File: src/rtl/regfile_if.sv
// rtl/regfile_if.sv - i_regbus: two-port register read bus between ID stage (master) and regfile (slave)
interface i_regbus #(
  parameter int AW = 5,
  parameter int DW = 32
);
  logic          r1_en;
  logic [AW-1:0] r1_addr;
  logic [DW-1:0] r1_data;
  logic          r2_en;
  logic [AW-1:0] r2_addr;
  logic [DW-1:0] r2_data;

  modport master (
    output r1_en, r1_addr, r2_en, r2_addr,
    input  r1_data, r2_data
  );

  modport slave (
    input  r1_en, r1_addr, r2_en, r2_addr,
    output r1_data, r2_data
  );
endinterface

File: src/rtl/regfile.sv
// rtl/regfile.sv - MIPS GPR file: 2 comb read ports with WB bypass, $0 hardwired zero
// Optional post-reset clear sweep (busy NREGS-1 cycles) under REGFILE_INIT_SWEEP_EN.
module regfile #(
  parameter int NREGS  = 32,
  parameter int DATA_W = 32
) (
  input  logic                               clk,
  input  logic                               rst,
  i_regbus.slave                             read,
  input  logic [$clog2(NREGS)+DATA_W:0]      wb_wreg_i,
  output logic                               rf_busy_o
);
  localparam int AW = $clog2(NREGS);

  logic              wb_en;
  logic [AW-1:0]     wb_addr;
  logic [DATA_W-1:0] wb_data;
  assign {wb_en, wb_addr, wb_data} = wb_wreg_i;

  logic [DATA_W-1:0] regs [NREGS];
  logic              ready;
  logic              wb_hit;

  assign wb_hit = wb_en && (wb_addr != '0);

`ifdef REGFILE_INIT_SWEEP_EN
  typedef enum logic {S_CLEAR, S_READY} state_t;
  state_t        state, state_nxt;
  logic [AW-1:0] idx;

  always_ff @(posedge clk or posedge rst) begin
    if (rst) begin
      state <= S_CLEAR;
      idx   <= AW'(1);
    end else begin
      state <= state_nxt;
      if (state == S_CLEAR) idx <= idx + 1'b1;
    end
  end

  always_comb begin
    state_nxt = state;
    if (state == S_CLEAR && idx == AW'(NREGS - 1)) state_nxt = S_READY;
  end

  always_comb begin
    ready     = (state == S_READY);
    rf_busy_o = (state == S_CLEAR);
  end

  // No per-entry reset so the array can map onto RAM; the sweep zeroes it instead.
  always_ff @(posedge clk) begin
    if (!rst) begin
      if (!ready)      regs[idx]     <= '0;
      else if (wb_hit) regs[wb_addr] <= wb_data;
    end
  end
`else
  assign ready     = 1'b1;
  assign rf_busy_o = 1'b0;

  always_ff @(posedge clk or posedge rst) begin
    if (rst) begin
      for (int i = 1; i < NREGS; i++) regs[i] <= '0;
    end else if (wb_hit) begin
      regs[wb_addr] <= wb_data;
    end
  end
`endif

  function automatic logic [DATA_W-1:0] rd_sel(
    input logic              blocked,
    input logic              en,
    input logic [AW-1:0]     addr,
    input logic [DATA_W-1:0] stored
  );
    if (blocked || !en || addr == '0) return '0;
    if (wb_en && wb_addr == addr)     return wb_data;
    return stored;
  endfunction

  always_comb begin
    read.r1_data = rd_sel(rst || !ready, read.r1_en, read.r1_addr, regs[read.r1_addr]);
    read.r2_data = rd_sel(rst || !ready, read.r2_en, read.r2_addr, regs[read.r2_addr]);
  end
endmodule
File: src/flat_wrapper.sv
// flat-port wrapper written by rule: the top's interface ports become plain ports
module regfile_flat 
#(
  parameter int NREGS  = 32,
  parameter int DATA_W = 32
)
  (clk, rst, wb_wreg_i, rf_busy_o, read_r1_en, read_r1_addr, read_r2_en, read_r2_addr, read_r1_data, read_r2_data);
  i_regbus read_i ();
  input  logic clk;
  input  logic rst;
  input  logic [$clog2(NREGS)+DATA_W:0] wb_wreg_i;
  output logic rf_busy_o;
  input wire logic [$bits(read_i.r1_en)-1:0] read_r1_en;
  input wire logic [$bits(read_i.r1_addr)-1:0] read_r1_addr;
  input wire logic [$bits(read_i.r2_en)-1:0] read_r2_en;
  input wire logic [$bits(read_i.r2_addr)-1:0] read_r2_addr;
  output wire logic [$bits(read_i.r1_data)-1:0] read_r1_data;
  output wire logic [$bits(read_i.r2_data)-1:0] read_r2_data;
  assign read_i.r1_en = read_r1_en;
  assign read_i.r1_addr = read_r1_addr;
  assign read_i.r2_en = read_r2_en;
  assign read_i.r2_addr = read_r2_addr;
  assign read_r1_data = read_i.r1_data;
  assign read_r2_data = read_i.r2_data;
  regfile #(.NREGS(NREGS), .DATA_W(DATA_W)) u_core (.clk(clk), .rst(rst), .read(read_i), .wb_wreg_i(wb_wreg_i), .rf_busy_o(rf_busy_o));
endmodule
File: config.mk
export PLATFORM = sky130hd
export DESIGN_NAME = regfile_flat
export DESIGN_NICKNAME = d
export VERILOG_FILES = /design/src/rtl/regfile_if.sv /design/src/rtl/regfile.sv /design/src/flat_wrapper.sv
export SDC_FILE = /design/constraint.sdc
export NUM_CORES = 2
export LEC_CHECK = 0
export CAP_MARGIN = 20
export CORE_AREA = 2 2 411 413
export CTS_BUF_LIST = sky130_fd_sc_hd__clkbuf_4
export DETAILED_ROUTE_END_ITERATION = 16
export DIE_AREA = 0 0 413 415
export PLACE_DENSITY = 0.48
export SYNTH_ARGS = -nofsm -noshare
export SYNTH_HDL_FRONTEND = slang
export SYNTH_SLANG_ARGS = --single-unit
File: constraint.sdc
create_clock -name clk -period 40.8 [get_ports clk]
set_clock_uncertainty 0.15 [all_clocks]
set_input_delay 6.12 -clock clk [delete_from_list [all_inputs] [get_ports clk]]
set_output_delay 6.12 -clock clk [all_outputs]
set_load 0.005 [all_outputs]
Yosys cells after proc, flatten, opt, wreduce, memory -nomap -nowiden
Index checks and enable logic that the tools add are counted.
Cells by class
  mux-type cells: 23
  bitwise gates (word level): 4
  eq/ne operators: 2
  reduce and logical (&&, ||, !) cells: 14
  $lt $le $gt $ge: 4
Operators by type and width (count)
  bitwise mux 1024 bit: 1
  2-to-1 mux 32 bit: 13
  binary-select mux 32 bit (select 5 bit): 2
  demux 32 bit (select 5 bit): 1
  greater-or-equal comparator 6 bit, second input constant: 3
  inverter 5 -> 6 bit: 3
  equality test 5 bit: 2
  zero test 5 bit: 2
  less-than comparator 6 x 1 -> 1 bit, second input constant: 1
  2-to-1 mux 1 bit: 6
  nonzero test 5 bit: 1
  logical AND 1 bit: 4
  logical OR 1 bit: 4
  zero test 1 bit: 2
  AND reduction 2 bit: 1
  inverter 1 bit: 1
Word-level totals
  register bits after elaboration: 1024
  output and inout port bits: 65
  word-level logic and storage cells: 79
  input port bits: 52

Depth between registers and ports, before layout
  word-level depth: 7
  mapped depth: 9
  gate-level depth less buffers: 4

Worst setup path after synthesis
No wires, ideal clock.
  path type: input to output
  start point: input read_r2_addr[0]
  end point: output read_r2_data[11]
  required time: 34.530 ns
  path slack: 26.865 ns
  buffers on the path: 2
  arrival: 7.665 ns
  stages: 6
  cell sequence: buf_4 buf_2 mux4_2 mux2_2 a221oi_1 o41ai_1
On the way
  longest elaborated chain between the ends: 6
  elaborated cells between the ends (all ways): 14
  classes of those cells: 1 x eq/ne; 9 x mux; 1 x bitwise; 3 x reduce/logical
RTL lines
  from (decl): line flat_wrapper.sv:16  | input wire logic [$bits(read_i.r2_addr)-1:0] read_r2_addr;
  inverter 5 -> 6 bit (implied by the code) / equality test 5 bit (equally long branches): line regfile.sv:84, regfile.sv:78
  binary-select mux 32 bit (select 5 bit) / logical AND 1 bit (equally long branches): line regfile.sv:84, regfile.sv:78
  2-to-1 mux 32 bit (implied by the code) / 2-to-1 mux 1 bit (equally long branches) (2 in a row): line regfile.sv:84, regfile.sv:78
  2-to-1 mux 32 bit: line regfile.sv:79  | return stored;
  2-to-1 mux 32 bit *: line regfile.sv:78  | if (wb_en && wb_addr == addr) return wb_data;
  to (decl): line flat_wrapper.sv:18  | output wire logic [$bits(read_i.r2_data)-1:0] read_r2_data;
Mark *: on every way between the ends. The rest lies on a longest branch, timed or not. The select of a mux whose other input is x is not followed.

Worst setup path after layout
  start point: input read_r1_addr[1]
  end point: output read_r1_data[13]
On the way
  longest elaborated chain between the ends: 6
  elaborated cells between the ends (all ways): 14
  classes of those cells: 1 x eq/ne; 9 x mux; 1 x bitwise; 3 x reduce/logical
RTL lines
  from (decl): line flat_wrapper.sv:14  | input wire logic [$bits(read_i.r1_addr)-1:0] read_r1_addr;
  inverter 5 -> 6 bit (implied by the code) / equality test 5 bit (equally long branches): line regfile.sv:83, regfile.sv:78
  binary-select mux 32 bit (select 5 bit) / logical AND 1 bit (equally long branches): line regfile.sv:83, regfile.sv:78
  2-to-1 mux 32 bit (implied by the code) / 2-to-1 mux 1 bit (equally long branches) (2 in a row): line regfile.sv:83, regfile.sv:78
  2-to-1 mux 32 bit: line regfile.sv:79
  2-to-1 mux 32 bit *: line regfile.sv:78
  to (decl): line flat_wrapper.sv:17  | output wire logic [$bits(read_i.r1_data)-1:0] read_r1_data;
Marked as above.

==> impl_metrics.json <==
{
  "outcome": "finished, final reports clean",
  "yosys_warnings": 0,
  "hold_viol_final": 0,
  "crit_fanout": 64,
  "intPower_uw": 2090,
  "ir_drop_mv": 0.0181,
  "dp.cells": 5937,
  "synth_cell_types": 49,
  "routed_wl_mm": 204,
  "post_cts_buffers": 0,
  "postPlaceCellArea_mm2": 0.0596,
  "root_buffer": "clkbuf_4",
  "cp-end-kind": "output pin",
  "final-setup-viol-count": 0,
  "syn_area_mm2": 0.0563,
  "pre_cts_slack_ps": 24160,
  "antenna_found_initial": 7,
  "cts_tree": "yes",
  "rsz0062_at_grt": "no",
  "rows": 150,
  "p_total_uw": 2960,
  "core-area_mm2": 0.167,
  "final_common_cell": "mux2_2",
  "met1_usage": 0.340,
  "stdcell_area_mm2": 0.0633,
  "reg2regPathDepth": 1,
  "rrSetupSlack_ps": 39850,
  "max_freq_ghz": 0.0597,
  "powerDensity_mw_per_mm2": 46.8,
  "dieWidth_um": 413,
  "grt-ovfl-total": 0,
  "critPathLaunchType": "input pin",
  "fin_tns_setup_ps": 0,
  "gp_congestion": 0.774,
  "num-nets-final": 4103,
  "grt_pass1_vias": 38900,
  "syn_avg_cell_area_um2": 14.4,
  "seq_power_share": 0.457,
  "layout-drive-gt1-share": 0.501,
  "ctsResizeCount": 0,
  "cts.sinks": 1024,
  "min_to": "u_core.regs[362]",
  "hold_path_class": "flip-flop to flip-flop",
  "busiest_layer": "met2",
  "initial_core_util": 0.338,
  "die_area_mm2": 0.171,
  "slew_headroom": 0.250,
  "ios": 117,
  "crit_start": "read_r1_addr[1]",
  "grt_pass1_wl_mm": 293,
  "vias": 37800,
  "dr.pass1.iters": 5,
  "drt_iter0_drc": 3023,
  "required_ps": 34530,
  "yosysSeqAreaShare": 0.458,
  "grt_max_degree": 161,
  "pwr-share-clk": 0.334,
  "fillCellCount": 16100,
  "vias_per_cell": 5.85,
  "synth_cells": 3900,
  "htreeDepth": 5,
  "clk_pin_slew_ps": 60,
  "p_sw_uw": 878,
  "clockBufferDepth": 4,
  "grt_util_met2": 0.364,
  "drv_cap": 0,
  "finalMaxSlewViolations": 0,
  "holdPathStages": 1,
  "clkLatencyLatePin_ps": 1290,
  "layout_setup_ws_ps": 24040,
  "combinationalPowerShare": 0.209,
  "hpwl_mm": 112,
  "wl_per_cell_um": 31.6,
  "drc_errors": 0,
  "hold_start": "u_core.regs[362]",
  "io_buffers": 115,
  "crit_arrival_ps": 10490,
  "numCtsBuffers": 315,
  "globalRouteMet3Util": 0.0460,
  "r2r_start": "u_core.regs[903]",
  "largest_reg_flops": 1024,
  "ctsHoldBuffers": 0,
  "ant_nets": 0,
  "top_register": "u_core.regs",
  "dieHeight_um": 415,
  "timing.final.crit_share": 0.411,
  "critPathKind": "input pin to output pin",
  "mostFrequentLayoutCells": "mux2_2 (1046), dfrtp_1 (992), clkbuf_4 (462)",
  "reg.largest.list": "u_core.regs: 1024 flops",
  "ys_ff_latch": 1024,
  "sw_frac_of_total": 0.296,
  "grt_usage": 0.237,
  "area_growth_syn_to_layout_pct": 12.4,
  "layout_min_cycle_time_ps": 16760,
  "leakagePower_uw": 0.0276,
  "fin_cells": 6467,
  "r2r_end": "u_core.regs[903]",
  "worstMarginPinSlew_ps": 1110
}
[metal layers]
| layer | up-vias | routed length (um) |
|---|---|---|
| li1 | 15700 | - |
| met1 | 20600 | 93800 |
| met2 | 1259 | 93200 |
| met3 | 274 | 12300 |
| met4 | 0 | 4750 |
| met5 | - | 0 |
[cells by family (layout without fill, tap and decap cells)]
kind of cell | after synthesis | after routing | synth area share
and+or+nand+nor | 210 | 210 | 0.0219
xor gates and xnor gates | 10 | 10 | 0.00155
buffers and inverters | 441 | 765 | 0.0383
DFF | 1024 | 1024 | 0.458
muxes | 1760 | 1760 | 0.407
other | 1 | 40 | 0.0000666
AOI/OAI and AO/OA | 454 | 454 | 0.0734
[through the flow]
stage | util | hold slack, ps
global placement | 0.357 | 334
finish | 0.380 | 360
floorplan | - | 321
global route | 0.380 | 389
CTS | 0.380 | 359
detailed placement | 0.358 | 346
[synthesized netlist by cell type (all sizes together)]
library cell | instances | area share
xnor2 | 3 | 0.00047
xor2 | 7 | 0.0011
and2 | 3 | 0.00033
nand3 | 4 | 0.00036
nand2b | 65 | 0.0072
conb | 1 | 0.000067
nand4 | 64 | 0.0071
o21ai | 1 | 0.000089
a21oi | 64 | 0.0057
a22oi | 128 | 0.017
a31o | 1 | 0.00016
nor3b | 4 | 0.00053
mux2i | 384 | 0.068
nand2 | 18 | 0.0012
nor2 | 21 | 0.0014
nor3 | 2 | 0.00018
nand3b | 5 | 0.00067
clkbuf | 223 | 0.015
clkinv | 2 | 0.00013
nor4 | 2 | 0.00044
o211a | 1 | 0.00018
mux2 | 1056 | 0.21
a211oi | 7 | 0.00093
buf | 214 | 0.023
edfxtp | 32 | 0.017
dfrtp | 992 | 0.44
o31ai | 1 | 0.00013
o311a | 1 | 0.00018
o22ai | 57 | 0.0063
a21o | 1 | 0.00013
or2 | 3 | 0.00033
mux4 | 320 | 0.13
nor2b | 15 | 0.0017
or4 | 1 | 0.00013
inv | 2 | 0.00013
a221oi | 128 | 0.026
or3 | 2 | 0.00022
and3 | 1 | 0.00011
o41ai | 64 | 0.016
[worst max-delay path: stages]
cell and delay (ps):
buf_8 380, buf_4 870, nor2_4 360, buf_4 430, a221oi_1 420, a221oi_2 130, o41ai_1 800, clkdlybuf4s50_1 660
[worst max path at each step]
stage	depth (start not counted)	slack, ps	endpoint
6_report	8	24040	read_r1_data[13]
5_1_grt	8	23950	read_r1_data[13]
4_1_cts	8	24140	read_r1_data[13]
3_5_place_dp	8	24160	read_r1_data[10]
3_3_place_gp	9	23760	read_r2_data[25]
2_1_floorplan	1	6620	u_core.regs[0]
[layout make-up]
| class | instances | area (um^2) | share of cell area |
|---|---|---|---|
| antenna | 7 | 17.5 | 0.000277 |
| clock buffer | 462 | 3470 | 0.0548 |
| clock inverter | 60 | 253 | 0.00399 |
| inverter | 4 | 23.8 | 0.000375 |
| multi-input combinational | 2467 | 28900 | 0.456 |
| sequential | 1024 | 25800 | 0.407 |
| tap | 2204 | 2760 | 0.0435 |
| timing repair buffer | 239 | 2140 | 0.0338 |
[power groups by stage]
| stage | Clock [uW] | Sequential (uW) | Combinational, uW |
|---|---|---|---|
| finish | 990 | 1360 | 620 |
| detailed placement | 0 | 1370 | 622 |
| floorplan | 0 | 1330 | 484 |
| CTS | 1030 | 1350 | 623 |
| global placement | 0 | 1360 | 614 |
| global route | 1080 | 1380 | 664 |
Note: power is estimated with default switching activity, not from simulation.
